--- src/rtl/mem_interface.sv ---
// CPU-side memory interface: turns MAR/MDR read/write requests into a registered
// mem_rd/mem_wr + mem_ack handshake. Define MEM_TIMEOUT_EN to abort transfers after TIMEOUT cycles.
module mem_interface #(
  parameter int unsigned ADDR_W  = 9,
  parameter int unsigned TIMEOUT = 15
) (
  input  logic              clk,
  input  logic              clr,
  input  logic              rd_req,
  input  logic              wr_req,
  input  logic [31:0]       mar_in,
  input  logic [31:0]       mdr_in,
  output logic [31:0]       mdatain,
  output logic              mdr_load,
  output logic              busy,
  output logic              done,
  output logic              err,
  output logic [ADDR_W-1:0] mem_addr,
  output logic [31:0]       mem_wdata,
  output logic              mem_rd,
  output logic              mem_wr,
  input  logic [31:0]       mem_rdata,
  input  logic              mem_ack
);

  typedef enum logic [1:0] {StIdle, StRdWait, StWrWait} state_e;

  // Address bits above the memory's word range; any of them set is an out-of-range access.
  localparam logic [31:0] HiMask = ~((32'd1 << ADDR_W) - 32'd1);

  state_e state;
  logic   addr_oob;

  assign addr_oob = |(mar_in & HiMask);

`ifdef MEM_TIMEOUT_EN
  localparam logic [7:0] TimeoutLast = 8'(TIMEOUT - 1);
  logic [7:0] wait_cnt;
`else
  logic [31:0] unused_timeout;
  assign unused_timeout = TIMEOUT;
`endif

  always_ff @(posedge clk or negedge clr) begin
    if (!clr) begin
      state     <= StIdle;
      mdatain   <= '0;
      mem_addr  <= '0;
      mem_wdata <= '0;
      mem_rd    <= 1'b0;
      mem_wr    <= 1'b0;
      mdr_load  <= 1'b0;
      busy      <= 1'b0;
      done      <= 1'b0;
      err       <= 1'b0;
`ifdef MEM_TIMEOUT_EN
      wait_cnt  <= '0;
`endif
    end else begin
      done     <= 1'b0;
      mdr_load <= 1'b0;
      case (state)
        StIdle: begin
`ifdef MEM_TIMEOUT_EN
          wait_cnt <= '0;
`endif
          if (rd_req || wr_req) begin
            if (addr_oob) begin
              err  <= 1'b1;
              done <= 1'b1;
            end else begin
              err      <= 1'b0;
              busy     <= 1'b1;
              mem_addr <= mar_in[ADDR_W-1:0];
              // Read wins when both requests arrive together; the write is dropped.
              if (rd_req) begin
                mem_rd <= 1'b1;
                state  <= StRdWait;
              end else begin
                mem_wdata <= mdr_in;
                mem_wr    <= 1'b1;
                state     <= StWrWait;
              end
            end
          end
        end

        StRdWait: begin
          if (mem_ack) begin
            mdatain  <= mem_rdata;
            mem_rd   <= 1'b0;
            mdr_load <= 1'b1;
            done     <= 1'b1;
            busy     <= 1'b0;
            state    <= StIdle;
          end
`ifdef MEM_TIMEOUT_EN
          else if (wait_cnt == TimeoutLast) begin
            mem_rd <= 1'b0;
            err    <= 1'b1;
            done   <= 1'b1;
            busy   <= 1'b0;
            state  <= StIdle;
          end else begin
            wait_cnt <= wait_cnt + 8'd1;
          end
`endif
        end

        StWrWait: begin
          if (mem_ack) begin
            mem_wr <= 1'b0;
            done   <= 1'b1;
            busy   <= 1'b0;
            state  <= StIdle;
          end
`ifdef MEM_TIMEOUT_EN
          else if (wait_cnt == TimeoutLast) begin
            mem_wr <= 1'b0;
            err    <= 1'b1;
            done   <= 1'b1;
            busy   <= 1'b0;
            state  <= StIdle;
          end else begin
            wait_cnt <= wait_cnt + 8'd1;
          end
`endif
        end

        default: begin
          mem_rd <= 1'b0;
          mem_wr <= 1'b0;
          busy   <= 1'b0;
          state  <= StIdle;
        end
      endcase
    end
  end

endmodule
--- config.mk ---
export PLATFORM = sky130hd
export DESIGN_NAME = mem_interface
export DESIGN_NICKNAME = d
export VERILOG_FILES = /design/src/rtl/mem_interface.sv
export SDC_FILE = /design/constraint.sdc
export NUM_CORES = 1
export LEC_CHECK = 0
export ABC_AREA = 1
export CORE_UTILIZATION = 43
export DETAILED_ROUTE_END_ITERATION = 16
export PLACE_DENSITY = 0.94
export SYNTH_ARGS = -nofsm -noshare
export SYNTH_HDL_FRONTEND = slang
export SYNTH_SLANG_ARGS = --single-unit
export TNS_END_PERCENT = 1
--- constraint.sdc ---
create_clock -name clk -period 4.2 [get_ports clk]
set_input_delay 0.84 -clock clk [delete_from_list [all_inputs] [get_ports clk]]
set_output_delay 0.84 -clock clk [all_outputs]
set_load 0.01 [all_outputs]
### Word level (Yosys, flattened, before mapping)

Index checks and enable logic that the tools add are counted.

* eq/ne operators: 9
* mux-type cells: 22
* bitwise logic cells: 4
* reduce and logical (&&, ||, !) cells: 11

Operator list (number)
* $reduce_or A23 Y1: 1
* $mux W1: 13
* $ne A2 B2 Y1 const B: 6
* $reduce_and A5 Y1: 2
* $mux W2: 4
* $pmux W1 S3: 2
* $reduce_and A3 Y1: 2
* $not A1 Y1: 4
* $pmux W1 S2: 2
* $pmux W2 S2: 1
* $reduce_and A2 Y1: 2
* $reduce_and A4 Y1: 1
* $eq A2 B1 Y1 const B: 1
* $eq A2 B2 Y1 const B: 1
* $logic_not A2 Y1: 1
* $ne A2 B1 Y1 const B: 1
* $reduce_or A2 Y1: 1
* $logic_or A1 B1 Y1: 1

* register bits after elaboration: 81

### Longest topological paths before layout

Gate-level depths: netlist (run 1).

* depth in word-level cells: 4
* depth in mapped cells: 10
* gate-level depth less buffers: 9

### Least setup slack after synthesis (run 1)

Ideal clock, no wire load.

* path kind: input to register
* start point: input port mar_in[16]
* end point: register mem_wdata[0]
* library setup time: 0.117 ns
* arrival: 1.666 ns
* path slack: 2.417 ns
* stages on the path: 9
* path buffers: 1
* cell sequence: nor2_1 -> nand2_1 -> nor2_1 -> inv_1 -> nor2_2 -> nand3_2 -> buf_6 -> nand2_1 -> nand2_1

* word-level cells in the longest chain between the ends: 3

Ends and longest elaborated chain
* start, declared: RTL line 11 `input logic [31:0] mar_in,`
* $reduce_or A23 Y1: RTL line 34 `assign addr_oob = |(mar_in & HiMask);`
* $not A1 Y1 (no line)
* $reduce_and A4 Y1 (no line)
* end signal, assigned: RTL line 80 `mem_wdata <= mdr_in;`
* end, declared: RTL line 19 `output logic [31:0] mem_wdata,`

Every way passes these cells.
A chain may end at the register's enable or synchronous reset.

### Worst setup path in the final report (run 1)

* start point: input port rd_req
* end point: register mem_wdata[23]

* word-level cells in the longest chain between the ends: 2

Ends and longest elaborated chain
* start, declared: RTL line 9 `input logic rd_req,`
* $logic_or A1 B1 Y1 / $not A1 Y1 (equally long branches)
* $reduce_and A4 Y1 (no line) *

Mark *: on every way between the ends. The rest lies on a longest branch, timed or not.

==> qor.yml, run 1 <==
status: "finished, final reports clean"
postCtsSetupBuffers: 0
die_h_um: 91.5
setup_tns_ps: 0
synth_top_cell_by_area: "dfrtp_1"
dr.pass1.iters: 5
rsz0062_at_grt: "false"
cp-end-kind: "flop"
m1WireLength_um: 3890
antenna_found_initial: 0
synthFlopType: "dfrtp_1"
crit_arrival_ps: 3050
cts_buffers: 9
fin_nets: 672
grt_overflow: 0
setup_viol: 0
routed.top_layer: "met4"
postRouteAntennaNets: 0
synthArstFlopShare_pct: 100
dieWidth_um: 91.5
detailed_place_hpwl_um: 6850
yosysUniqueCellTypes: 20
synth_edf_count: 0
clk_pin_slew_ps: 80
ys_seq_area_share_pct: 58.9
yosys-top-cells-count: "nand2_1 (204), dfrtp_1 (81), nand4_1 (34)"
cts_tree: "built"
grt_pass1_vias: 3317
grt_pass1_wl_um: 15100
wire_per_inst_um: 14.0
gp_congestion: 0.774
ys_warn_count: 0
antenna_cells: 0
timing.fmax_mhz: 353
rows: 32
syn_to_final_growth_pct: 57.2
grt_use_total_pct: 22.8
clock_latency_ps: 330
io_pins: 180
finalMaxSlewViolations: 0
tightest_slew_ps: 1000
yosysMostFrequentCell: "nand2_1"
cts-root-buf: "clkbuf_8"
start_kind: "primary input"
holdCritPathClass: "reg2reg"
power_density_mw_per_mm2: 268
worstSetupPathType: "in2reg"
cts_max_path_buffers: 2
slew_headroom_pct: 33.0
max_cap_violations: 0
fillers: 593
cp_data_required_time_ps: 4420
cts_resized: 0
cts.sinks: 81
drive_gt1_share_pct: 4.38
syn_inst: 394
wl_um: 9410
syn-cell-area_mm2: 0.00344
clock_skew_ps: 7.82
ys_ff_latch: 81
drt-initial-drc-count: 135
ys_top_cells_by_area: "dfrtp_1 (59%), nand2_1 (22%), nand4_1 (6.2%), nor2_1 (2.0%), ha_1 (1.5%)"
finalCriticalPeriod_ps: 2830
ir_drop_mv: 0.148
postSynthAreaPerCell_um2: 8.74
power_leakage_nw: 2.66
syn_nets: 499
worst_hold_slack_ps: 474
hold_viol: 0
start_util_pct: 44.6
die-area_mm2: 0.00837
yosysTopAreaCellShare_pct: 58.9
fin_crit_sh_pct: 67.4
design.core.area_mm2: 0.00773
via_per_inst: 4.82
met3WireLength_um: 499
holdBufCountCts: 0
grt_max_degree: 82
h-tree-depth: 3
met2_length_um: 4860
vias: 3246
worstPathMaxFanout: 35
drc: 0
io_buffers: 179
## layout by cell type (no fill, tap or decap), types with 4 or more instances in the layout
cell type / instances
nand2_1: 204
clkdlybuf4s50_1: 178
dfrtp_1: 81
nand4_1: 34
nor2_1: 18
inv_1: 12
clkbuf_8: 9
a21oi_1: 7
ha_1: 4
buf_4: 4
## worst max-delay path, cell delays in order
cell and delay (ps):
clkdlybuf4s50_1 520, nor2_1 110, nor2_4 610, nand3_2 650, nand2_1 240, nand2_1 70
## metal layers
| layer | track usage, % | up-vias |
|---|---|---|
| met5 | 0 | - |
| met4 | 7.94 | 0 |
| met1 | 27.6 | 1530 |
| li1 | - | 1587 |
| met3 | 4.94 | 14 |
| met2 | 40.1 | 115 |
## per-stage QoR
step / util [%] / cells / instance area, um^2 / total power, mW / setup slack [ps]
2_1_floorplan: - / 394 / 3440 / 0.813 / 2420
5_1_grt: 70.1 / 673 / 5410 / 1.50 / 1210
6_report: 70.1 / 673 / 5410 / 1.45 / 1370
4_1_cts: 70.1 / 673 / 5410 / 1.47 / 1430
3_5_place_dp: 67.7 / 658 / 5230 / 0.929 / 1070
3_3_place_gp: 67.7 / 658 / 5230 / 0.927 / 1170
## area by class of cell
class | instances | area [um^2] | area share, %
clock buffer | 10 | 128 | 2.36
clock inverter | 5 | 57.6 | 1.06
inverter | 16 | 60.1 | 1.11
multi-input combinational | 277 | 1200 | 22.2
sequential | 81 | 2030 | 37.4
tap | 102 | 128 | 2.36
timing repair buffer | 182 | 1810 | 33.5
## cell families (layout without fill, tap and decap cells)
logic type,Yosys count,count (layout),synth area share (%)
flip-flops,81,81,58.9
buffers and inverters,36,213,6.21
AO/OA/AOI/OAI,10,10,1.53
AND/OR/NAND/NOR,263,263,31.9
adder cells (fa/ha/maj),4,4,1.45
## flip-flops by register name, summed over array words and instances, names as in the netlist
| register | count |
|---|---|
| busy | 1 |
| mem_addr | 9 |
| err | 1 |
| mem_rd | 1 |
| mem_wr | 1 |
| mdr_load | 1 |
| done | 1 |
| state | 2 |
| mem_wdata | 32 |
| mdatain | 32 |
## final timing paths
kind | slack, ps | from | cells past startpoint | endpoint
min reg2reg | 470 | mem_wdata[20] | 2 | mem_wdata[20]
max in group asynchronous | 2880 | clr | 1 | mem_wdata[22]
min | 470 | mem_wdata[20] | 2 | mem_wdata[20]
min in group asynchronous | 650 | clr | 1 | mdatain[24]
max reg2reg | 1550 | state[0] | 7 | mem_wdata[23]
max | 1370 | rd_req | 6 | mem_wdata[23]
## power by group
group,internal [mW],switching [mW],total (mW),leakage [nW]
Clock,0.271,0.266,0.537,0.0844
Sequential,0.780,0.000391,0.781,1.11
Combinational,0.0861,0.0470,0.133,1.46
Total,1.14,0.313,1.45,2.66
Power figures use the tool's default switching activity.
==> run 2: changes to the inputs <==
Settings changed: CORE_UTILIZATION 43 to 40, PLACE_DENSITY 0.94 to 0.89.
Clock period 4.2 ns to 2.75 ns, I/O delays scaled along.
==> run 2 against run 1 <==
- final cell count grew 1.3%
- worst setup slack got worse by 560 ps
- critical path depth up 3
- combinational power up 55%
- die area is 7.3% higher
- worst hold slack worse by 220 ps
- critical endpoint is now mem_addr[7]
- largest power group unchanged
==> qor.yml, run 2 (synthesis gave the netlist of run 1 again) <==
status: "finished, final reports clean"
layout_common_cells: "nand2_1 (204), clkdlybuf4s50_1 (178), dfrtp_1 (81)"
cp-end-kind: "flop"
reg2reg_depth: 9
detailed_place_hpwl_um: 6740
rows: 33
grt_pass1_vias: 3236
setup_tns_ps: 0
postCtsSetupBuffers: 0
cts_resized: 0
holdBufCountCts: 0
syn_to_final_growth_pct: 60.2
cts-root-buf: "clkbuf_8"
slew_headroom_pct: 52.6
power_leakage_nw: 2.73
clk_pin_slew_ps: 80
fin_crit_sh_pct: 70.6
wire_per_inst_um: 13.4
rsz0062_at_grt: "false"
clock_latency_ps: 340
holdCritPathClass: "in2async"
swShare_pct: 20.4
cts_max_path_buffers: 2
crit_arrival_ps: 2180
max_cap_violations: 0
p_int_mw: 1.93
power_density_mw_per_mm2: 440
grt_use_total_pct: 21.1
drc: 0
wl_um: 9120
final_common_cell: "nand2_1"
grt_overflow: 0
cts.sinks: 81
io_pins: 180
largestRegisters: "mdatain x32, mem_wdata x32, mem_addr x9"
finalCriticalPeriod_ps: 1940
cts_buffers: 9
start_util_pct: 41.7
fin_nets: 677
finalMaxSlewViolations: 0
tightest_slew_ps: 711
dr.pass1.iters: 4
drt-initial-drc-count: 176
cp_data_required_time_ps: 2990
postRouteAntennaNets: 0
cts_tree: "built"
setup_viol: 0
antenna_found_initial: 0
slowest_stage: "dfrtp_1"
regToRegSetupSlack_ps: 810
grt_max_degree: 57
path_cells: "inv_1 > ha_1 > inv_2 > nor2_4 > inv_2 > nor2_4 > inv_2 > nand2_1 > nand2_1"
worstSetupPathType: "reg2reg"
hold_viol: 0
finalInstanceArea_mm2: 0.00552
clock_skew_ps: 10.3
design.core.area_mm2: 0.00826
power_switching_mw: 0.495
cpPeakStageDelay_ps: 420
clkPwrFrac_pct: 42.4
comb_power_share_pct: 8.5
dieWidth_um: 94.8
die_h_um: 94.8
drive_gt1_share_pct: 5.20
cp_common_cell: "inv_2"
antenna_cells: 0
p_seq_share_pct: 49.1
io_buffers: 179
via_per_inst: 4.88
vias: 3327
dpl_cell_area_mm2: 0.00528
worstPathMaxFanout: 13
start_kind: "flop"
die-area_mm2: 0.00898
ir_drop_mv: 0.241
gp_congestion: 0.798
grt_pass1_wl_um: 14600
timing.fmax_mhz: 515
h-tree-depth: 3
## run 2: cell types whose count changed in the layout (fill, tap and decap cells not counted)
cell,delta
buf_4,+4
buf_12,+1
bufinv_16,+2
clkbuf_1,+1
clkinvlp_4,-3
clkinv_4,+1
## run 2: per-stage QoR
stage / power, mW / worst slack [ps] / util, % / std cells / hold slack, ps
floorplan: 1.24 / 1240 / - / 394 / 254
global placement: 1.42 / 656 / 64.0 / 666 / 454
detailed placement: 1.42 / 562 / 64.0 / 666 / 459
CTS: 2.45 / 802 / 66.8 / 682 / 274
global route: 2.51 / 612 / 66.8 / 682 / 302
finish: 2.43 / 808 / 66.8 / 682 / 251
## run 2: power by group through the flow
stage	Clock (mW)	Sequential [mW]	Combinational (mW)
floorplan	0	1.22	0.0253
finish	1.03	1.19	0.206
global placement	0	1.22	0.204
detailed placement	0	1.22	0.207
CTS	1.04	1.19	0.208
global route	1.10	1.19	0.222
## run 2: final cells by class
type | count | area [um^2]
Fill cell | 650 | 2740
Sequential cell | 81 | 2030
Timing Repair Buffer | 187 | 1860
Multi-Input combinational cell | 277 | 1200
Clock buffer | 11 | 131
Tap cell | 105 | 131
Clock inverter | 5 | 104
Inverter | 16 | 60.1
## run 2: path summary, 6_finish.rpt
path,start,to
hold reg to reg,mem_addr[6],mem_addr[6]
setup reg to reg,state[0],mem_addr[7]
max in group asynchronous,clr,mdatain[18]
hold / removal,clr,mdatain[22]
setup / recovery,state[0],mem_addr[7]
min in group clk,mem_addr[6],mem_addr[6]
## run 2: worst max-delay path: cells and delay by family (launching register included)
kind                     cells  cell delay, ps
flip-flops                   1             420
adder cells (fa/ha/maj)      1             330
buffers and inverters        4             410
AND/OR/NAND/NOR              4             680
## run 2: metal layers
metal	global-route usage [%]	wire length, um	vias to the layer above
li1	-	-	1600
met1	26.4	3760	1558
met2	35.7	4620	153
met3	4.35	566	16
met4	7.95	173	0
met5	0	0	-
==> run 3: changes to the inputs <==
Settings changed: CORE_UTILIZATION 40 to 36, PLACE_DENSITY 0.89 to 0.85.
Clock period 2.75 ns to 1.7 ns, I/O delays scaled along.
==> run 3 against run 2 <==
- design area increased by 2.6%
- non-clock buffer count increased by 10
- total power increased by 57%
- clock skew decreased by 0.92 ps
- largest cell class unchanged
==> qor.yml, run 3 (synthesis gave the netlist of run 1 again) <==
cts_buffers: 9
io_pins: 180
cp_data_required_time_ps: 1360
cp-end-kind: "output port"
clock_latency_ps: 350
postCtsSetupBuffers: 0
drive_gt1_share_pct: 6.98
slew_headroom_pct: 74.3
cp_num_buf_inv: 1
status: "finished, final reports clean"
finalMaxSlewViolations: 0
grt_pass1_vias: 3376
dpl_cell_area_mm2: 0.00543
timing.fmax_mhz: 616
postRouteAntennaNets: 0
via_per_inst: 4.61
clock_skew_ps: 9.37
worstSetupPathType: "reg2out"
fin_util_pct: 61.2
setup_tns_ps: 0
finalInstanceArea_mm2: 0.00566
syn_to_final_growth_pct: 64.4
detailed_place_hpwl_um: 7040
instances_no_fill: 716
die-area_mm2: 0.00996
max_cap_violations: 0
path_cells: "clkdlybuf4s50_1"
setup_viol: 0
largestRegisters: "mdatain x32, mem_wdata x32, mem_addr x9"
drt-initial-drc-count: 107
grt_overflow: 0
slowest_stage: "clkdlybuf4s50_1"
cts_resized: 0
cts-root-buf: "clkbuf_8"
worstPathMaxFanout: 2
rows: 35
cp_top_family: "buffers and inverters"
grt_use_total_pct: 19.5
power_density_mw_per_mm2: 672
start_util_pct: 37.3
antenna_cells: 0
cpPeakStageDelay_ps: 550
final_common_cell: "nand2_1"
fin_crit_sh_pct: 95.5
wire_per_inst_um: 13.1
antenna_found_initial: 0
regToRegSetupSlack_ps: 170
clk_pin_slew_ps: 90
holdCritPathClass: "in2async"
tightest_slew_ps: 386
dr.pass1.iters: 4
io_buffers: 179
cts_max_path_buffers: 2
hold_viol: 0
wl_um: 9410
fin_nets: 687
totalPowerFinal_mw: 3.80
rsz0062_at_grt: "false"
dieWidth_um: 99.8
crit_arrival_ps: 1280
start_kind: "flop"
die_h_um: 99.8
design.core.area_mm2: 0.00924
cts.sinks: 81
grt_pass1_wl_um: 15500
power_leakage_nw: 2.78
ir_drop_mv: 0.499
layout_common_cells: "nand2_1 (204), clkdlybuf4s50_1 (178), dfrtp_1 (81)"
h-tree-depth: 3
grt_max_degree: 38
cts_tree: "built"
dp_cells: 699
drc: 0
gp_congestion: 0.851
holdBufCountCts: 1
finalCriticalPeriod_ps: 1620
vias: 3300
run 3: area by class of cell:
class	count	area [um^2]
Fill cell	762	3580
Sequential cell	81	2030
Timing Repair Buffer	197	1990
Multi-Input combinational cell	277	1200
Tap cell	129	161
Clock buffer	9	124
Clock inverter	7	95.1
Inverter	16	60.1
run 3: metal layers:
layer / up-vias / routed length, um / global-route usage (%)
li1: 1620 / - / -
met1: 1551 / 3970 / 24.5
met2: 115 / 4700 / 32.9
met3: 14 / 576 / 4.81
met4: 0 / 157 / 6.45
met5: - / 0 / 0
run 3: worst paths after layout:
check / end / cells after the start / from
max in group asynchronous: mem_wdata[7] / 3 / clr
min in group clk: mem_wdata[24] / 2 / mem_wdata[24]
hold / removal: mdatain[24] / 2 / clr
setup / recovery: mem_wdata[4] / 1 / mem_wdata[4]
setup reg to reg: state[1] / 7 / state[0]
hold reg to reg: mem_wdata[24] / 2 / mem_wdata[24]
run 3: metrics by stage:
stage / setup WS, ps / hold WS, ps
floorplan: 187 / 44.4
global placement: -115 / 289
detailed placement: -144 / 292
CTS: 64.1 / 458
global route: 9.64 / 455
finish: 76.2 / 452
run 3: power breakdown:
group	leakage, nW	switching (mW)	total (mW)	internal (mW)
Combinational	1.56	0.117	0.344	0.227
Sequential	1.11	0.000854	1.93	1.93
Clock	0.109	0.703	1.53	0.827
